[src/rtl/serial_adder_pkg.sv]
// serial_adder_pkg
//   Shared definitions for the bit-serial adder controller:
//   - state encoding constants and the FSM state type
//   - helper that sizes the bit counter for a given operand width
package serial_adder_pkg;

  localparam logic [1:0] ST_IDLE = 2'd0;
  localparam logic [1:0] ST_RUN  = 2'd1;
  localparam logic [1:0] ST_DONE = 2'd2;

  typedef enum logic [1:0] {
    IDLE = ST_IDLE,
    RUN  = ST_RUN,
    DONE = ST_DONE
  } state_t;

  // One extra bit over $clog2 so that a width of 1 still yields a
  // non-zero-width counter.
  function automatic int cnt_width(input int w);
    return $clog2(w) + 1;
  endfunction

endpackage

[src/rtl/serial_adder_ctrl_fa_cell.sv]
// fa_cell
//   One-bit full adder built from two half adders and an OR gate.
//   Ports:
//     a, b  : addend bits
//     cin   : carry in
//     s     : sum bit
//     cout  : carry out
module fa_cell (
  input  logic a,
  input  logic b,
  input  logic cin,
  output logic s,
  output logic cout
);

  logic h1_s;
  logic h1_c;
  logic h2_c;

  // first half adder: a + b
  assign h1_s = a ^ b;
  assign h1_c = a & b;

  // second half adder: partial sum + carry in
  assign s    = h1_s ^ cin;
  assign h2_c = h1_s & cin;

  // at most one of the half-adder carries can be set
  assign cout = h1_c | h2_c;

endmodule

[src/rtl/serial_adder_ctrl.sv]
// serial_adder_ctrl
//   Adds two WIDTH-bit operands plus a carry-in by running a single
//   one-bit full-adder cell for WIDTH cycles, LSB first.
//
//   Handshake: start is a request that is only looked at while the
//   controller is not busy (IDLE or DONE); on the accepting edge a, b
//   and cin are captured. busy is high for the WIDTH cycles of the
//   serial pass. done is high for exactly one cycle, the first cycle in
//   which s/cout carry the new result. start seen during the done cycle
//   is accepted immediately, so a held start gives one result every
//   WIDTH+1 cycles. s/cout hold until the next result is written.
//
//   Ports:
//     clk   : rising-edge clock
//     rst   : synchronous active-high reset
//     start : request pulse
//     a, b  : operands (WIDTH bits)
//     cin   : carry in
//     busy  : serial pass in progress
//     done  : one-cycle result-valid pulse
//     s     : sum (WIDTH bits), registered
//     cout  : final carry out, registered
module serial_adder_ctrl
  import serial_adder_pkg::*;
#(
  parameter int WIDTH = 8
) (
  input  logic             clk,
  input  logic             rst,
  input  logic             start,
  input  logic [WIDTH-1:0] a,
  input  logic [WIDTH-1:0] b,
  input  logic             cin,
  output logic             busy,
  output logic             done,
  output logic [WIDTH-1:0] s,
  output logic             cout
);

  localparam int CW = cnt_width(WIDTH);

  state_t           state;
  state_t           state_nx;

  logic [WIDTH-1:0] sa;
  logic [WIDTH-1:0] sb;
  logic [WIDTH-1:0] s_shift;
  logic [WIDTH-1:0] s_shift_nx;
  logic [WIDTH-1:0] s_r;
  logic             c;
  logic             cout_r;
  logic [CW-1:0]    cnt;

  logic             fa_s;
  logic             fa_co;
  logic             accept;
  logic             last_bit;

  // ---------------------------------------------------------------
  // The one shared adder cell
  // ---------------------------------------------------------------
  fa_cell u_fa (
    .a    (sa[0]),
    .b    (sb[0]),
    .cin  (c),
    .s    (fa_s),
    .cout (fa_co)
  );

  // Result bits arrive LSB first: each new bit enters at the MSB and the
  // register shifts right, so after WIDTH steps bit 0 is in place.
  generate
    if (WIDTH == 1) begin : g_shift_w1
      assign s_shift_nx = fa_s;
    end else begin : g_shift_wn
      assign s_shift_nx = {fa_s, s_shift[WIDTH-1:1]};
    end
  endgenerate

  assign accept   = start && ((state == IDLE) || (state == DONE));
  assign last_bit = (cnt == CW'(WIDTH - 1));

  // ---------------------------------------------------------------
  // FSM: state register
  // ---------------------------------------------------------------
  always_ff @(posedge clk) begin
    if (rst) begin
      state <= IDLE;
    end else begin
      state <= state_nx;
    end
  end

  // ---------------------------------------------------------------
  // FSM: next state and decoded outputs
  // ---------------------------------------------------------------
  always_comb begin
    state_nx = state;
    busy     = 1'b0;
    done     = 1'b0;
    unique case (state)
      IDLE: begin
        if (start) state_nx = RUN;
      end
      RUN: begin
        busy = 1'b1;
        if (last_bit) state_nx = DONE;
      end
      DONE: begin
        done = 1'b1;
        // back-to-back: a request here skips IDLE entirely
        state_nx = start ? RUN : IDLE;
      end
      default: begin
        state_nx = IDLE;
      end
    endcase
  end

  // ---------------------------------------------------------------
  // Datapath: operand shifters, carry flop, counter, result registers
  // ---------------------------------------------------------------
  always_ff @(posedge clk) begin
    if (rst) begin
      sa      <= '0;
      sb      <= '0;
      s_shift <= '0;
      c       <= 1'b0;
      cnt     <= '0;
      s_r     <= '0;
      cout_r  <= 1'b0;
    end else if (accept) begin
      sa  <= a;
      sb  <= b;
      c   <= cin;
      cnt <= '0;
    end else if (state == RUN) begin
      sa      <= sa >> 1;
      sb      <= sb >> 1;
      c       <= fa_co;
      cnt     <= cnt + 1'b1;
      s_shift <= s_shift_nx;
      // The visible result only moves on the final step, so s/cout stay
      // stable through the whole next pass.
      if (last_bit) begin
        s_r    <= s_shift_nx;
        cout_r <= fa_co;
      end
    end
  end

  assign s    = s_r;
  assign cout = cout_r;

endmodule
[config.mk]
export PLATFORM = sky130hd
export DESIGN_NAME = serial_adder_ctrl
export DESIGN_NICKNAME = d
export VERILOG_FILES = /design/src/rtl/serial_adder_pkg.sv /design/src/rtl/serial_adder_ctrl_fa_cell.sv /design/src/rtl/serial_adder_ctrl.sv
export SDC_FILE = /design/constraint.sdc
export NUM_CORES = 1
export LEC_CHECK = 0
export CORE_ASPECT_RATIO = 1.5
export CORE_MARGIN = 4
export CORE_UTILIZATION = 50
export DETAILED_ROUTE_END_ITERATION = 10
export HOLD_SLACK_MARGIN = 0.06
export PLACE_DENSITY = 0.79
export SETUP_SLACK_MARGIN = 0.3
export SLEW_MARGIN = 20
export SYNTH_ARGS = -nofsm -noshare
export SYNTH_HDL_FRONTEND = slang
export SYNTH_SLANG_ARGS = --single-unit
[constraint.sdc]
create_clock -name clk -period 1.6 [get_ports clk]
set_input_delay 0.16 -clock clk [delete_from_list [all_inputs] [get_ports clk]]
set_output_delay 0.16 -clock clk [all_outputs]
set_load 0.05 [all_outputs]
Yosys cells after proc, flatten, opt, wreduce, memory -nomap -nowiden
Index checks and enable logic that the tools add are counted.
{"block": "word_totals", "regBits": 40, "in_bits": 20, "out_inout_bits": 11, "elab_cells": 40}
{"block": "op_classes", "add_sub_neg": 1, "eq_ne": 5, "mux": 12, "n_bitwise": 6, "reduce_logical": 8}
{"cell": "$mux W8", "n": 4}
{"cell": "$pmux W2 S3", "n": 1}
{"cell": "$mux W1", "n": 5}
{"cell": "$add A4 B1 Y4 const B", "n": 1}
{"cell": "$eq A4 B3 Y1 const B", "n": 1}
{"cell": "$mux W2", "n": 2}
{"cell": "$ne A2 B2 Y1 const B", "n": 2}
{"cell": "$reduce_and A2 Y1", "n": 2}
{"cell": "$reduce_and A3 Y1", "n": 1}
{"cell": "$and A1 B1 Y1", "n": 2}
{"cell": "$eq A2 B1 Y1 const B", "n": 1}
{"cell": "$eq A2 B2 Y1 const B", "n": 1}
{"cell": "$logic_not A2 Y1", "n": 1}
{"cell": "$reduce_bool A2 Y1", "n": 1}
{"cell": "$reduce_or A2 Y1", "n": 1}
{"cell": "$xor A1 B1 Y1", "n": 2}
{"cell": "$logic_and A1 B1 Y1", "n": 1}
{"cell": "$logic_or A1 B1 Y1", "n": 1}
{"cell": "$not A1 Y1", "n": 1}
{"cell": "$or A1 B1 Y1", "n": 1}

Depth between registers and ports, before layout
Gate-level depths: netlist (run 1).
{"block": "depth", "word_depth": 5, "depth_mapped": 6}

Cells and area by module
From an unflattened synthesis (run 1), not the netlist that was laid out.
{"block": "hier_totals", "cells_unflattened": 182, "hier_area_um2": 1629.1}
{"module": "serial_adder_ctrl", "n_inst": 1, "cells_per_inst": 181, "area_per_inst_um2": 1609.0, "seq_area_each_um2": 780.7}
{"module": "fa_cell", "n_inst": 1, "cells_per_inst": 1, "area_per_inst_um2": 20.0, "seq_area_each_um2": 0.0}

Worst setup path after synthesis (run 1)
No wires, ideal clock.
{"block": "synth_path", "path_type": "register to register", "startpoint": "register state[1]", "endpoint": "register s_shift[1]", "setup_ps": 70, "t_arrival_ps": 1218, "required_time_ps": 1530, "path_slack_ps": 312, "stages_incl_launch_ff": 7, "path_buffers": 2, "period_less_slack_ps": 1288, "cell_sequence": "dfxtp_1 -> nand2b_1 -> buf_6 -> inv_2 -> buf_2 -> nand2_1 -> a21oi_1"}
{"block": "synth_via", "elab_chain_len": 5, "word_cells_on_any_way": 7, "cone_classes": "2 x eq/ne; 1 x bitwise; 4 x reduce/logical"}
{"item": "from (decl)", "line_no": "serial_adder_ctrl.sv:42", "rtl": "state_t state;"}
{"item": "from (signal assigned)", "line_no": "serial_adder_ctrl.sv:90", "rtl": "state <= state_nx;"}
{"item": "$eq A2 B2 Y1 / $logic_not A2 Y1 (equally long branches)", "line_no": "serial_adder_ctrl.sv:80", "rtl": "assign accept = start && ((state == IDLE) || (state == DONE));"}
{"item": "$logic_or A1 B1 Y1", "line_no": "serial_adder_ctrl.sv:80"}
{"item": "$logic_and A1 B1 Y1", "line_no": "serial_adder_ctrl.sv:80"}
{"item": "$not A1 Y1 (no source line)"}
{"item": "$reduce_and A2 Y1 (no source line) (*)"}
{"item": "to (signal assigned)", "line_no": "serial_adder_ctrl.sv:142", "rtl": "s_shift <= s_shift_nx;"}
{"item": "to (decl)", "line_no": "serial_adder_ctrl.sv:47", "rtl": "logic [WIDTH-1:0] s_shift;"}
Mark *: on every way between the ends. The rest lies on a longest branch, timed or not.
A chain may end at the register's enable or synchronous reset.

Worst setup path in the final report (run 1)
{"block": "layout_path", "startpoint": "register state[1]", "endpoint": "register cnt[3]"}
{"block": "layout_via", "elab_chain_len": 4, "word_cells_on_any_way": 6, "cone_classes": "2 x eq/ne; 4 x reduce/logical"}
{"item": "$eq A2 B2 Y1 / $logic_not A2 Y1 (equally long branches)", "line_no": "serial_adder_ctrl.sv:80"}
{"item": "$logic_or A1 B1 Y1", "line_no": "serial_adder_ctrl.sv:80"}
{"item": "$logic_and A1 B1 Y1", "line_no": "serial_adder_ctrl.sv:80"}
{"item": "$reduce_or A2 Y1 (no source line)"}
{"item": "to (signal assigned)", "line_no": "serial_adder_ctrl.sv:141", "rtl": "cnt <= cnt + 1'b1;"}
{"item": "to (decl)", "line_no": "serial_adder_ctrl.sv:52", "rtl": "logic [CW-1:0] cnt;"}
Several ways; a longest one is shown, not always the timed one.

==> flow_summary.json, run 1 <==
{
  "outcome": "finished, final reports clean",
  "vdd_drop_max_v": 0.000632,
  "clock_tree_from_tritoncts": "built",
  "wire_length_reported_by_the_detailed_router_um": 3370,
  "final-max-slew-violation-count": 0,
  "synth-warning-count": 0,
  "clock_insertion_delay_worst_skew_ps": 290,
  "start_util": 0.518,
  "worstPathMaxFanout": 4,
  "core_area_um2": 3130,
  "via_count_of_the_first_global_routing_pass": 1277,
  "timing.slew.headroom": 0.809,
  "netlist_top_cells_area": "dfxtp_1, nand2b_1, mux2i_1, nand2_1, nor3_1",
  "die_area_um2": 4230,
  "crit_path_end_kind": "flip-flop",
  "synth_area_um2": 1620,
  "io_buffers": 30,
  "leakage_nw": 0.768,
  "layout_common_cells": "dfxtp_1, nand2_1, nand2b_1, clkdlybuf4s50_1, nor3_1",
  "layout.area.seq_um2": 786,
  "yosysSeqAreaShare": 0.482,
  "postRouteAntennaNets": 0,
  "postSynth.asyncResetShare": 0,
  "synth_top_flop_cell": "dfxtp_1",
  "layout.cells.most_common": "dfxtp_1",
  "htree_levels": 2,
  "timing.hold.worst.class": "in2reg",
  "postSynthRegisterBits": 39,
  "tightest_slew_ps": 284,
  "wl_met2_um": 1780,
  "max-cap-violations": 0,
  "drive_above_1_share": 0.178,
  "die_height_um": 77.7,
  "grt_pass1_wl_um": 5420,
  "dpl.hpwl_um": 2160,
  "design_area_um2": 2150,
  "skew_ps": 3.46,
  "max_freq_mhz": 798,
  "critPathKind": "reg2reg",
  "synth_top_family_by_area": "simple AND/OR/NAND/NOR gates",
  "num_antenna_cells": 0,
  "grt_start_max_net_pins": 49,
  "num-fill-cells": 257,
  "start_kind": "flip-flop",
  "ctsLongestPathBuffers": 2,
  "top_metal_used": "met4",
  "final_net_count": 234,
  "period_minus_slack_ps": 1250,
  "worst-endpoint-arrival_ps": 1470,
  "synth_enable_flop_cells": 0,
  "post_synth_num_cell_types": 25,
  "synthDominantCellAreaShare": 0.482,
  "drc_errors": 0,
  "drt_pass1_iterations": 4,
  "synth_top_area_cell": "dfxtp_1",
  "place_inst": 241,
  "number_of_antenna_violations_at_the_first_check_in_global_routing": 0,
  "io-pin-count": 31,
  "rsz0062_at_grt": "true",
  "area.growth.synth_to_final_pct": 32.7,
  "compound_gate_portion_of_the_synthesized_area": 0.117,
  "chip_width_um": 54.5,
  "final.period_utilization": 0.783,
  "via_count": 1376,
  "synth.mux.area_fraction": 0.0680,
  "synthAdderAreaFrac": 0.0201,
  "met1_routed_wirelength_after_detailed_routing_um": 1300,
  "clockRootBuffer": "clkbuf_8",
  "synthXorXnorAreaFrac": 0.0108,
  "total_power_mw": 2.05,
  "critical_path_required_ps": 1820,
  "dr_wl_met3_um": 218,
  "report.final.setup_viol": 0,
  "cts-buffers-inserted": 5,
  "multi_input_comb_area_um2": 781,
  "grt-ovfl-total": 0,
  "drtIter0Drc": 46,
  "grt_usage": 0.173,
  "wl_per_cell_um": 13.3,
  "final.setup.tns_ps": 0,
  "synthesized_netlist_net_count": 202,
  "clkTransAtPathRegs_ps": 70,
  "final_cells": 253,
  "rows": 25,
  "holdBufCountCts": 0,
  "postSynthCellCount": 180,
  "count_of_clock_tree_sinks": 39,
  "global_placer_s_final_weighted_congestion": 0.732,
  "placement.cell_area_um2": 1940,
  "synth_area_in_simple_gates": 0.253,
  "route.detailed.vias_per_inst": 5.44,
  "syn-mean-instance-area_um2": 8.99,
  "hold_violations": 0,
  "cellPowerDensity_nw_per_um2": 955
}
## path summary, 6_finish.rpt
check	from	endpoint	slack [ps]	depth (start not counted)
worst max register to register	state[1]	cnt[3]	350	4
worst min-delay path	a[7]	sa[7]	430	3
worst max-delay path	state[1]	cnt[3]	350	4
worst min register to register	s_shift[1]	s_shift[1]	460	2
## worst max-delay path: stages (launching register included)
cell      delay (ps)
dfxtp_2          330
nand2b_4         180
buf_8            140
or3_4            360
a211oi_2         170
## metal layers
metal	GRT usage	vias to the layer above
met5	0	-
met4	0.107	0
met3	0.0537	7
met2	0.271	48
met1	0.197	636
li1	-	685
## cell usage after synthesis (all sizes together) (2+ instances only)
cell and count:
a21oi 12, a22oi 3, a311oi 6, and2b 2
buf 7, clkbuf 7, dfxtp 39, mux2i 11
nand2 27, nand2b 20, nand3 5, nand3b 2
nor2 8, nor3 17, o22ai 6
## state kept, by name, summed over array words and instances, names as in the netlist
name / flops
s: 8
state: 2
c: 1
cout: 1
sb: 8
cnt: 4
sa: 8
s_shift: 7
## area by class of cell
type / count / share of cell area
timing repair buffer: 38 / 0.189
clock buffer: 8 / 0.0466
multi-input combinational: 126 / 0.363
sequential: 39 / 0.366
tap: 40 / 0.0233
inverter: 1 / 0.00757
timing repair inverter: 1 / 0.00408
## stage by stage
step	setup WS [ps]	util	hold slack, ps
2_1_floorplan	312	-	296
3_3_place_gp	218	0.621	443
3_5_place_dp	152	0.621	451
4_1_cts	292	0.665	428
5_1_grt	255	0.687	440
6_report	347	0.687	433
## cell families after synthesis
family                     after synthesis
buffers and inverters                   15
muxes                                   11
and+or+nand+nor                         82
xor gates and xnor gates                 2
AOI/OAI and AO/OA                       29
DFF                                     39
adders and majority gates                2
## where the power goes
part	leakage (nW)	internal, mW	switching [mW]
sequential	0.320	1.02	0.0300
combinational	0.396	0.145	0.142
clock	0.0515	0.393	0.324
total	0.768	1.56	0.496
## repair_timing
| item | in CTS | in global routing |
|---|---|---|
| hold endpoints to repair | 0 | 0 |
| setup buffers | 1 | 2 |
| cloned | 0 | 1 |
| pin swaps | 1 | 2 |
| resized for setup | 5 | 10 |
| endpoints found under the setup margin | 19 | 14 |
No activity file was read; power rests on OpenSTA's default activity.
==> inputs of run 2 (changes only) <==
clock period = 1.3 ns   (was 1.6 ns; I/O delays follow)
==> flow_summary.json, run 2 (same netlist as run 1, synthesis figures left out) <==
{
  "worstPathMaxFanout": 7,
  "netSwitchingPower_mw": 0.766,
  "die_area_um2": 4230,
  "min-delay-start": "a[7]",
  "start_util": 0.518,
  "intPower_mw": 2.05,
  "core_area_um2": 3130,
  "crit_path_end_kind": "flip-flop",
  "layout.area.seq_um2": 796,
  "critical_path_required_ps": 1470,
  "route.detailed.vias_per_inst": 5.81,
  "vdd_drop_max_v": 0.00124,
  "r2r_cells": 6,
  "drive_above_1_share": 0.468,
  "final.setup.worst_slack_ps": -43.3,
  "via_count": 1574,
  "grt_usage": 0.235,
  "holdBufCountCts": 0,
  "final.period_utilization": 1.03,
  "grt-ovfl-total": 0,
  "critPathKind": "reg2reg",
  "leakage_nw": 0.999,
  "clock_tree_from_tritoncts": "built",
  "outcome": "complete, but fails checks",
  "cts-buffers-inserted": 5,
  "via_count_of_the_first_global_routing_pass": 1547,
  "htree_levels": 2,
  "timing.hold.worst.class": "in2reg",
  "drtIter0Drc": 71,
  "worst-endpoint-arrival_ps": 1510,
  "ctsLongestPathBuffers": 2,
  "timing.rr.start": "state[1]",
  "layout_common_cells": "dfxtp_1, clkdlybuf4s50_1, nand2b_1",
  "global_placer_s_final_weighted_congestion": 0.728,
  "clkTransAtPathRegs_ps": 70,
  "number_of_antenna_violations_at_the_first_check_in_global_routing": 0,
  "skew_ps": 1.71,
  "drt_pass1_iterations": 4,
  "worstReg2RegEnd": "sb[4]",
  "multi_input_comb_area_um2": 1060,
  "io-pin-count": 31,
  "count_of_clock_tree_sinks": 39,
  "period_minus_slack_ps": 1340,
  "chip_width_um": 54.5,
  "timing.slew.headroom": 0.828,
  "layout.cells.most_common": "dfxtp_1",
  "postRouteAntennaNets": 0,
  "wire_length_reported_by_the_detailed_router_um": 5680,
  "comb_power_share": 0.220,
  "tightest_slew_ps": 251,
  "final_net_count": 252,
  "grt_pass1_wl_um": 7250,
  "cellPowerDensity_nw_per_um2": 1010,
  "hold_path_end": "sa[7]",
  "num_antenna_cells": 0,
  "clockPowerShare": 0.314,
  "max_freq_mhz": 744,
  "place_inst": 241,
  "fin_util": 0.892,
  "grt_start_max_net_pins": 49,
  "max-cap-violations": 0,
  "clockRootBuffer": "clkbuf_8",
  "failed_checks": "negative setup slack",
  "sequentialPowerShare": 0.466,
  "wl_per_cell_um": 21.0,
  "report.final.setup_viol": 1,
  "final_cells": 271,
  "dpl_worst_slack_ps": -28.3,
  "r2r_setup_slack_ps": -40,
  "timing.hold.worst_path_depth": 3,
  "final-max-slew-violation-count": 0,
  "dpl.hpwl_um": 2310,
  "rsz0062_at_grt": "true",
  "num-fill-cells": 143,
  "netSwitchingFraction": 0.272,
  "drc_errors": 0,
  "start_kind": "flip-flop",
  "die_height_um": 77.7,
  "rows": 25,
  "io_buffers": 30,
  "area.growth.synth_to_final_pct": 72.4,
  "hold_violations": 0,
  "clock_insertion_delay_worst_skew_ps": 290
}
==> run 2: cell types whose count changed in the layout (fill, tap and decap cells not counted), moves of 7 or more <==
cell,before,now
nor3_2,0,7
nand2_2,0,9
buf_6,1,9
a21oi_1,12,3
a21oi_2,0,9
nor3_1,17,5
buf_12,5,17
nand2_1,27,14
==> run 2: repair_timing <==
| item | CTS | global route |
|---|---|---|
| buffers inserted | 15 | 3 |
| endpoints found under the setup margin | 40 | 41 |
| pin swaps | 17 | 9 |
| resized for setup | 38 | 43 |
| cloned | 3 | 1 |
==> run 2: area by class of cell <==
type                       count  share of cell area
multi-input combinational    126               0.381
sequential                    39               0.285
timing repair buffer          55               0.266
clock buffer                   8              0.0359
tap                           40              0.0179
timing repair inverter         2             0.00896
inverter                       1             0.00583
==> run 2: worst max-delay path by stage <==
stage	from	end	slack, ps	cells past startpoint
after global routing	state[1]	sb[4]	-90	6
after CTS	state[1]	s[5]	80	5
final	state[1]	sb[4]	-40	6
after global placement	start	sb[7]	-2	5
after floorplan	cnt[1]	cout	140	4
after detailed placement	start	sb[7]	-30	5
==> run 2: metal layers <==
metal | share of wire | global-route usage | up-vias
met5 | 0 | 0 | -
met1 | 0.36 | 0.264 | 752
met4 | 0.036 | 0.0998 | 0
li1 | - | - | 721
met3 | 0.055 | 0.0557 | 21
met2 | 0.55 | 0.404 | 80
==> run 2: through the flow <==
| step | total power, mW | setup TNS (ps) | cell area (um2) | hold WS, ps |
|---|---|---|---|---|
| finish | 2.82 | -43.3 | 2790 | 409 |
| global placement | 1.65 | -1.80 | 2130 | 443 |
| CTS | 2.67 | 0 | 2570 | 408 |
| floorplan | 1.56 | 0 | 1710 | 273 |
| global route | 2.92 | -308 | 2790 | 402 |
| detailed placement | 1.66 | -59.3 | 2130 | 454 |
==> run 2: power groups by stage <==
stage	clock (mW)	combinational (mW)	sequential [mW]
floorplan	0	0.247	1.31
global placement	0	0.333	1.31
detailed placement	0	0.343	1.32
CTS	0.887	0.489	1.29
global route	0.949	0.650	1.32
finish	0.884	0.620	1.31
==> run 2: critical path, cell delays in order, from the launching register on <==
cell      delay [ps]
dfxtp_2          330
nand2b_4         230
buf_4            150
buf_6            130
clkinv_8          80
nor3_2           210
nor3_1            80
